`src/rtl/wb_stage_q.sv`:
```
// ---------------------------------------------------------------------------
// wb_stage_q
// Writeback stage with an in-order retire queue.
//
// Results from the memory stage are accepted over a valid/allowin handshake
// and held in a circular buffer of DEPTH entries.  One entry retires per
// cycle from the head.  Entries that write the register file wait for
// rf_ready.  Entries that do not write it retire without waiting.
//
// Ports
//   clk                in   clock
//   reset              in   asynchronous, active-high reset
//   ws_allowin         out  queue can accept an entry this cycle
//   ms_to_ws_valid     in   memory stage presents an entry
//   ms_to_ws_bus       in   {gr_we, dest, final_res, pc}, MSB first
//   rf_ready           in   register-file write port free this cycle
//   ws_to_rf_bus       out  {rf_we, rf_waddr, rf_wdata}, MSB first
//   ws_retire          out  head entry retires this cycle
//   ws_count           out  number of valid entries held
//   ws_pending_mask    out  bit i set when a queued entry will write reg i
//   debug_wb_pc        out  PC of the head entry (0 when empty)
//   debug_wb_rf_wen    out  {4{rf_we}}
//   debug_wb_rf_wnum   out  dest of the head entry (0 when empty)
//   debug_wb_rf_wdata  out  result of the head entry (0 when empty)
// ---------------------------------------------------------------------------
module wb_stage_q #(
   parameter int DATA_W = 32,
   parameter int ADDR_W = 5,
   parameter int PC_W   = 32,
   parameter int DEPTH  = 4
) (
   input  logic                             clk,
   input  logic                             reset,
   output logic                             ws_allowin,
   input  logic                             ms_to_ws_valid,
   input  logic [1+ADDR_W+DATA_W+PC_W-1:0]  ms_to_ws_bus,
   input  logic                             rf_ready,
   output logic [1+ADDR_W+DATA_W-1:0]       ws_to_rf_bus,
   output logic                             ws_retire,
   output logic [$clog2(DEPTH):0]           ws_count,
   output logic [2**ADDR_W-1:0]             ws_pending_mask,
   output logic [PC_W-1:0]                  debug_wb_pc,
   output logic [3:0]                       debug_wb_rf_wen,
   output logic [ADDR_W-1:0]                debug_wb_rf_wnum,
   output logic [DATA_W-1:0]                debug_wb_rf_wdata
);

   localparam int PTR_W  = $clog2(DEPTH);
   localparam int CNT_W  = PTR_W + 1;
   localparam int MASK_W = 2**ADDR_W;
   localparam logic [CNT_W-1:0] FULL_CNT = CNT_W'(DEPTH);
   localparam logic [CNT_W-1:0] ZERO_CNT = {CNT_W{1'b0}};

   // Entry storage (intentionally not reset; validity comes from count_q).
   logic              gr_we_q [DEPTH];
   logic [ADDR_W-1:0] dest_q  [DEPTH];
   logic [DATA_W-1:0] res_q   [DEPTH];
   logic [PC_W-1:0]   pc_q    [DEPTH];

   // Queue bookkeeping.
   logic [PTR_W-1:0]  rd_ptr_q, rd_ptr_d;
   logic [PTR_W-1:0]  wr_ptr_q, wr_ptr_d;
   logic [CNT_W-1:0]  count_q,  count_d;

   // Incoming entry fields.
   logic              in_gr_we_s;
   logic [ADDR_W-1:0] in_dest_s;
   logic [DATA_W-1:0] in_res_s;
   logic [PC_W-1:0]   in_pc_s;

   // Handshake and head-of-queue view.
   logic              allowin_s;
   logic              push_s;
   logic              head_valid_s;
   logic              retire_s;
   logic              rf_we_s;
   logic [ADDR_W-1:0] head_dest_s;
   logic [DATA_W-1:0] head_res_s;
   logic [PC_W-1:0]   head_pc_s;
   logic [MASK_W-1:0] mask_s;

   // Split the incoming bus into its fields.
   always_comb begin
      {in_gr_we_s, in_dest_s, in_res_s, in_pc_s} = ms_to_ws_bus;
   end

   // Handshake: allowin depends only on stored state, never on rf_ready.
   always_comb begin
      allowin_s    = (count_q != FULL_CNT);
      push_s       = ms_to_ws_valid && allowin_s;
      head_valid_s = (count_q != ZERO_CNT);
   end

   // Head-entry view: retire/write decisions and zeroed data fields when empty.
   always_comb begin
      retire_s    = 1'b0;
      rf_we_s     = 1'b0;
      head_dest_s = {ADDR_W{1'b0}};
      head_res_s  = {DATA_W{1'b0}};
      head_pc_s   = {PC_W{1'b0}};
      if (head_valid_s) begin
         // A non-writing entry (e.g. a store) does not need the RF port.
         retire_s    = !gr_we_q[rd_ptr_q] || rf_ready;
         rf_we_s     = gr_we_q[rd_ptr_q] && rf_ready;
         head_dest_s = dest_q[rd_ptr_q];
         head_res_s  = res_q[rd_ptr_q];
         head_pc_s   = pc_q[rd_ptr_q];
      end else begin
         retire_s    = 1'b0;
         rf_we_s     = 1'b0;
      end
   end

   // Pending-destination mask built from stored state only, so the head
   // still counts during the cycle in which it retires.
   always_comb begin
      mask_s = {MASK_W{1'b0}};
      for (int k = 0; k < DEPTH; k++) begin
         // Slot k is valid when its distance from rd_ptr is below count.
         if (({1'b0, PTR_W'(PTR_W'(k) - rd_ptr_q)} < count_q) && gr_we_q[k]) begin
            mask_s[dest_q[k]] = 1'b1;
         end else begin
            mask_s = mask_s;
         end
      end
      // Register 0 is hardwired; never report it as a hazard.
      mask_s[0] = 1'b0;
   end

   // Next-state for pointers and occupancy.
   always_comb begin
      rd_ptr_d = rd_ptr_q;
      wr_ptr_d = wr_ptr_q;
      count_d  = count_q;
      if (push_s) begin
         wr_ptr_d = wr_ptr_q + PTR_W'(1);
      end else begin
         wr_ptr_d = wr_ptr_q;
      end
      if (retire_s) begin
         rd_ptr_d = rd_ptr_q + PTR_W'(1);
      end else begin
         rd_ptr_d = rd_ptr_q;
      end
      case ({push_s, retire_s})
         2'b10:   count_d = count_q + CNT_W'(1);
         2'b01:   count_d = count_q - CNT_W'(1);
         default: count_d = count_q;
      endcase
   end

   // Pointer and occupancy registers; reset empties the queue at once.
   always_ff @(posedge clk or posedge reset) begin
      if (reset) begin
         rd_ptr_q <= {PTR_W{1'b0}};
         wr_ptr_q <= {PTR_W{1'b0}};
         count_q  <= ZERO_CNT;
      end else begin
         rd_ptr_q <= rd_ptr_d;
         wr_ptr_q <= wr_ptr_d;
         count_q  <= count_d;
      end
   end

   // Entry storage write on push.
   always_ff @(posedge clk) begin
      if (push_s) begin
         gr_we_q[wr_ptr_q] <= in_gr_we_s;
         dest_q[wr_ptr_q]  <= in_dest_s;
         res_q[wr_ptr_q]   <= in_res_s;
         pc_q[wr_ptr_q]    <= in_pc_s;
      end
   end

   // Output drive.
   always_comb begin
      ws_allowin        = allowin_s;
      ws_retire         = retire_s;
      ws_count          = count_q;
      ws_pending_mask   = mask_s;
      ws_to_rf_bus      = {rf_we_s, head_dest_s, head_res_s};
      debug_wb_pc       = head_pc_s;
      debug_wb_rf_wen   = {4{rf_we_s}};
      debug_wb_rf_wnum  = head_dest_s;
      debug_wb_rf_wdata = head_res_s;
   end

endmodule

```
`config.mk`:
```
export PLATFORM = sky130hd
export DESIGN_NAME = wb_stage_q
export DESIGN_NICKNAME = d
export VERILOG_FILES = /design/src/rtl/wb_stage_q.sv
export SDC_FILE = /design/constraint.sdc
export NUM_CORES = 1
export LEC_CHECK = 0
export ABC_CLOCK_PERIOD_IN_PS = 5240
export CORE_AREA = 10 10 164 166
export DETAILED_ROUTE_END_ITERATION = 16
export DIE_AREA = 0 0 174 176
export PLACE_DENSITY = 0.81
export SLEW_MARGIN = 0
export SYNTH_ARGS = -nofsm -noshare
export SYNTH_HDL_FRONTEND = slang
export SYNTH_SLANG_ARGS = --single-unit
```
`constraint.sdc`:
```
create_clock -name clk -period 5.24 [get_ports clk]
set_input_delay 1.048 -clock clk [delete_from_list [all_inputs] [get_ports clk]]
set_output_delay 1.048 -clock clk [all_outputs]
set_load 0.1 [all_outputs]
```
[Word-level counts from Yosys, hierarchy flattened]
Memories as Yosys holds them, arrays and structs flattened.
Cells that the tools add are included.
Word-level totals
  bits in latches: 0
  ROM bits: 0
  bits in registers: 7
  word-level logic and storage cells: 67
  memories kept: 4
  memory bits (writable): 280
Memories
  pc_q: words 4, width 32, rd ports 1, clocked after Yosys merged registers in 0, write ports 1, RTL line 58  | logic [PC_W-1:0] pc_q [DEPTH];
  res_q: words 4, width 32, rd ports 1, clocked after Yosys merged registers in 0, write ports 1, RTL line 57  | logic [DATA_W-1:0] res_q [DEPTH];
  dest_q: words 4, width 5, rd ports 5, clocked after Yosys merged registers in 0, write ports 1, RTL line 56  | logic [ADDR_W-1:0] dest_q [DEPTH];
  gr_we_q: words 4, width 1, rd ports 5, clocked after Yosys merged registers in 0, write ports 1, RTL line 55  | logic gr_we_q [DEPTH];
Cells by class
  bitwise operators: 3
  muxes and demuxes: 20
  order comparisons: 12
  shift operators: 0
  equal/unequal tests: 3
  divide/modulo/power cells: 0
  add/sub/neg operators: 8
  reduce and logical (&&, ||, !) cells: 14
  multiply operators: 0
Operators with widths (number)
  32-bit two-way mux: 6
  32-bit bitwise OR: 3
  5-bit by 6-bit < comparator with 1-bit output, second input constant: 4
  1-bit demux with 5-bit select: 4
  5-bit by 1-bit greater-or-equal comparator with 1-bit output, second input constant: 4
  2-bit by 3-bit < comparator with 1-bit output: 4
  1-bit logical AND: 10
  1-bit two-way mux: 8
  3-bit case mux with 2 select lines: 1
  5-bit two-way mux: 1
  2-bit by 1-bit adder with 2-bit output, second input constant: 2
  1-bit by 2-bit subtractor with 2-bit output, first input constant: 2
  2-bit subtractor, first input constant: 2
  3-bit by 1-bit adder with 3-bit output, second input constant: 1
  3-bit inequality test, second input constant: 1
  3-bit nonzero test: 1
  3-bit by 1-bit subtractor with 3-bit output, second input constant: 1
  2-bit by 1-bit equality test with 1-bit output, second input constant: 1
  2-bit equality test, second input constant: 1
  2-bit nonzero test: 1
  1-bit zero test: 1
  1-bit logical OR: 1

[Logic depth before layout (Yosys ltp)]
An unclocked memory read counts as a cell.
  depth after elaboration: 12
  gate-level depth with buffers: 11
  depth with buffers taken out: 10

[Least setup slack after synthesis]
Ideal clock, no wire load.
  kind: register to register
  from: register count_q[2], in the netlist ws_count[2]
  to: register count_q[2], in the netlist ws_count[2]
  stages on the path, launching flop included: 11
  path slack: 0.025 ns
  data arrival time: 5.135 ns
  cells stage by stage: dfrtp_1 > buf_2 > or3_1 > clkbuf_1 > a21boi_0 > ha_1 > inv_1 > fa_1 > xor2_1 > nor2_1 > xnor2_1
Between the ends
  word-level cells in the longest chain between the ends: 4
  elaborated cells on any way between the ends: 10
  those cells by class: add/sub (2); eq/ne (3); mux (2); reduce/logical (3)
RTL lines
  start, declared: RTL line 63  | logic [CNT_W-1:0] count_q, count_d;
  start signal, assigned: RTL line 161  | count_q <= count_d;
  3-bit nonzero test *: RTL line 91  | head_valid_s = (count_q != ZERO_CNT);
  1-bit two-way mux *: RTL line 101  | if (head_valid_s) begin
  net ws_retire: RTL line 39  | output logic ws_retire,
  2-bit by 1-bit equality test with 1-bit output / 2-bit equality test (equally long branches): RTL line 145  | case ({push_s, retire_s})
  3-bit case mux with 2 select lines / 2-bit nonzero test (equally long branches)
The timed path passes the listed nets; every way through them passes the cells marked *.
A chain may end at the register's enable or synchronous reset.

[Worst setup path after layout]
  from: register rd_ptr_q[0]
  to: output port ws_pending_mask[4]
Between the ends
  word-level cells in the longest chain between the ends: 10
  elaborated cells on any way between the ends: 19
  those cells by class: add/sub (4); order compare (4); mux (4); bitwise (3); reduce/logical (4)
RTL lines
  start, declared: RTL line 61  | logic [PTR_W-1:0] rd_ptr_q, rd_ptr_d;
  start signal, assigned: RTL line 155  | rd_ptr_q <= {PTR_W{1'b0}};
  start signal, assigned: RTL line 159  | rd_ptr_q <= rd_ptr_d;
  1-bit by 2-bit subtractor with 2-bit output: RTL line 120  | if (({1'b0, PTR_W'(PTR_W'(k) - rd_ptr_q)} < count_q) && gr_we_q[k]) begin
  2-bit by 3-bit < comparator with 1-bit output: RTL line 120
  1-bit logical AND: RTL line 120
  32-bit two-way mux: RTL line 120
  32-bit bitwise OR (no source line)
  32-bit two-way mux: RTL line 120
  32-bit bitwise OR (no source line)
  32-bit two-way mux: RTL line 120
  32-bit bitwise OR (no source line)
  32-bit two-way mux *: RTL line 120
  end, declared: RTL line 41  | output logic [2**ADDR_W-1:0] ws_pending_mask,
Every way passes the cells marked *; elsewhere a longest branch is shown, timed or not.

==> flow_summary.toml <==
[global_routing]
grt_max_degree = 69
grt_pass1_vias = 7550
use_met2 = 0.319
grt_use_met1 = 0.224
track_usage = 0.183
use_met3 = 0.0510
grt_overflow = 0
busiest_layer = "met2"
grt_pass1_wl_mm = 44.5
antenna_found_initial = 6

[final_layout]
final_util = 0.650
drive_above_1_share = 0.310
fin_area_um2 = 15500
area_growth_pct = 21.7
seq_area_um2 = 8590
multiInputGateArea_um2 = 3570
fill_cells = 1692
nNetsFinal = 985

[placed_design]
placed_area_um2 = 14600
hpwl_mm = 19.1
gp_congestion = 0.996
port_buffers = 220

[yosys]
ys_top_cells_by_count = "edfxtp_1, and2_1, mux4_2"
synth_top_family_by_area = "multiplexers"
synth-main-ff-cell = "edfxtp_1"
synthDistinctLibCells = 49
synthXorXnorAreaFrac = 0.00413
synthMuxAreaShare = 0.126
yosys_register_bits = 287
syn_nets = 807
synth_simple_gate_area_frac = 0.0843
synthesis.area_um2 = 12700
ys_seq_area_frac = 0.675
synth_edf_count = 280
syn_inst = 723
yosysMostFrequentCell = "edfxtp_1"
synth_top_area_share = 0.661
synth_compound_area_frac = 0.0530
syn_area_per_cell_um2 = 17.6
ys_async_sr_fraction = 0.0244
yosys.area_share.adder = 0.0104
synthTopCellsByArea = "edfxtp_1, mux4_2, and2_1"
yosysWarnings = 0
synth_area_leader_cell = "edfxtp_1"

[sta]
slew_violations = 0
worst_pin_slew_ps = 1070
final_hold_viol_count = 0
min_period_ps = 4150
setup_viol = 0
fin_crit_sh = 0.793
slew_headroom = 0.287
fin_skew_ps = 10.7
tns_ps = 0
hold_ws_ps = 587
clock.fmax_mhz = 241
rsz0062_at_grt = "no"

[critical_path]
timing.critical_path.slowest_stage_cell = "a2111oi_4"
crit_type = "reg -> out"
cp_slowest_stage_delay_ps = 640
crit_arrival_ps = 3110
end_kind = "output pin"
crit_chain = "xor2_1 > inv_1 > ha_1 > nor2b_2 > a2111oi_4 > a22oi_1 > o211ai_1 > buf_4"
cpLargestDelayFamily = "compound AO/OA/AOI/OAI gates"
worstPathRequired_ps = 4190
path_max_fanout = 9
critical_path_buf_inv_count = 2
setup.worst_path.start_class = "register"

[min_path]
hold_class = "reg -> reg"

[floorplan]
initial_utilization = 0.534
dieArea_um2 = 30600
io_pins = 222
rows = 57
fp.dieW_um = 174
die_height_um = 176
coreArea_um2 = 23800

[drt]
drtIter0Drc = 639
num_vias = 7193
dr.pass1.iters = 6
wirelength_mm = 29.2
drc = 0
viasPerCell = 5.75
wl_per_cell_um = 23.3
ant_nets = 0

[cts]
postCtsSetupRepairBufs = 0
cts_tree = "done"
numCtsBuffers = 28
cts.path.max_buffers = 3
ctsHoldBuffers = 0
clk_latency_ps = 520
cts_sinks = 287
clkSlewWorstSetupHoldPaths_ps = 60
cts-root-buf = "clkbuf_16"
htree_levels = 1
post_cts_resize_count = 0

[flow_run]
cap_violations = 0

[status]
status = "complete, no violations"
[state kept, by name (all words and copies together) (netlist names)]
signal / cells
res_q: 128
rd_ptr_q: 2
ws_count: 3
wr_ptr_q: 2
dest_q: 20
pc_q: 128
gr_we_q: 4
[worst reg2reg max path, cell delays in order (launching register included)]
cell and delay, ps:
dfrtp_1 610, or3_2 670, a21boi_0 450, ha_1 270, inv_1 60, fa_1 370, xor2_1 150, nor2_1 110
xnor2_1 120
[per-stage QoR]
stage / worst slack [ps] / cells
3_5_place_dp: 1650 / 1195
2_1_floorplan: 25.4 / 723
4_1_cts: 1080 / 1247
5_1_grt: 877 / 1248
3_3_place_gp: 1630 / 1195
6_report: 1090 / 1250
[layer usage]
layer,vias to the layer above,part of all wire
met5,-,0.00072
met4,4,0.017
met3,46,0.076
met2,310,0.51
met1,3635,0.39
li1,3198,-
[kinds of logic (layout without fill, tap and decap cells)]
kind of cell	after synthesis	count (layout)
AOI/OAI and AO/OA	75	75
xor gates and xnor gates	6	6
adders and majority gates	10	10
buffers and inverters	100	300
DFF	287	287
muxes	74	74
other	1	4
and+or+nand+nor	170	170
[layout by cell type, fill, tap and decap left out, types with 5 or more instances in the layout]
| cell | synthesis | routed |
|---|---|---|
| edfxtp_1 | 280 | 280 |
| buf_4 | 49 | 153 |
| clkdlybuf4s50_1 | 0 | 77 |
| and2_1 | 71 | 71 |
| mux4_2 | 69 | 69 |
| nand2_1 | 30 | 30 |
| clkbuf_16 | 0 | 29 |
| a32oi_1 | 21 | 21 |
| o211ai_1 | 20 | 20 |
| inv_1 | 18 | 18 |
| o221ai_1 | 12 | 12 |
| nor2_1 | 11 | 11 |
| a22oi_1 | 10 | 10 |
| ha_1 | 9 | 9 |
| nor3b_1 | 8 | 8 |
| clkinv_1 | 0 | 8 |
| nand3_1 | 7 | 7 |
| clkbuf_1 | 21 | 7 |
| and3_1 | 9 | 5 |
| and3b_1 | 5 | 5 |
| dfrtp_1 | 7 | 5 |
[cell type report]
type,count,share of cell area
Antenna cell,3,0.000485
Timing Repair Buffer,230,0.124
Multi-Input combinational cell,336,0.231
Sequential cell,287,0.555
Inverter,18,0.00437
Clock buffer,36,0.0486
Clock inverter,16,0.0104
Tap cell,324,0.0262
[final timing paths]
check	start	end	slack, ps	depth (start not counted)
worst min-delay path	wr_ptr_q[1]	wr_ptr_q[1]	590	1
worst min register to register	wr_ptr_q[1]	wr_ptr_q[1]	590	1
max in group asynchronous	reset	rd_ptr_q[0]	4210	2
worst max register to register	ws_count[2]	ws_count[2]	2350	8
min in group asynchronous	reset	wr_ptr_q[1]	770	2
worst max-delay path	rd_ptr_q[0]	ws_pending_mask[4]	1090	8
Power is left out: the tool's default activity adds up to more than one toggle a clock period on the data nets, which glitch-free logic cannot reach.
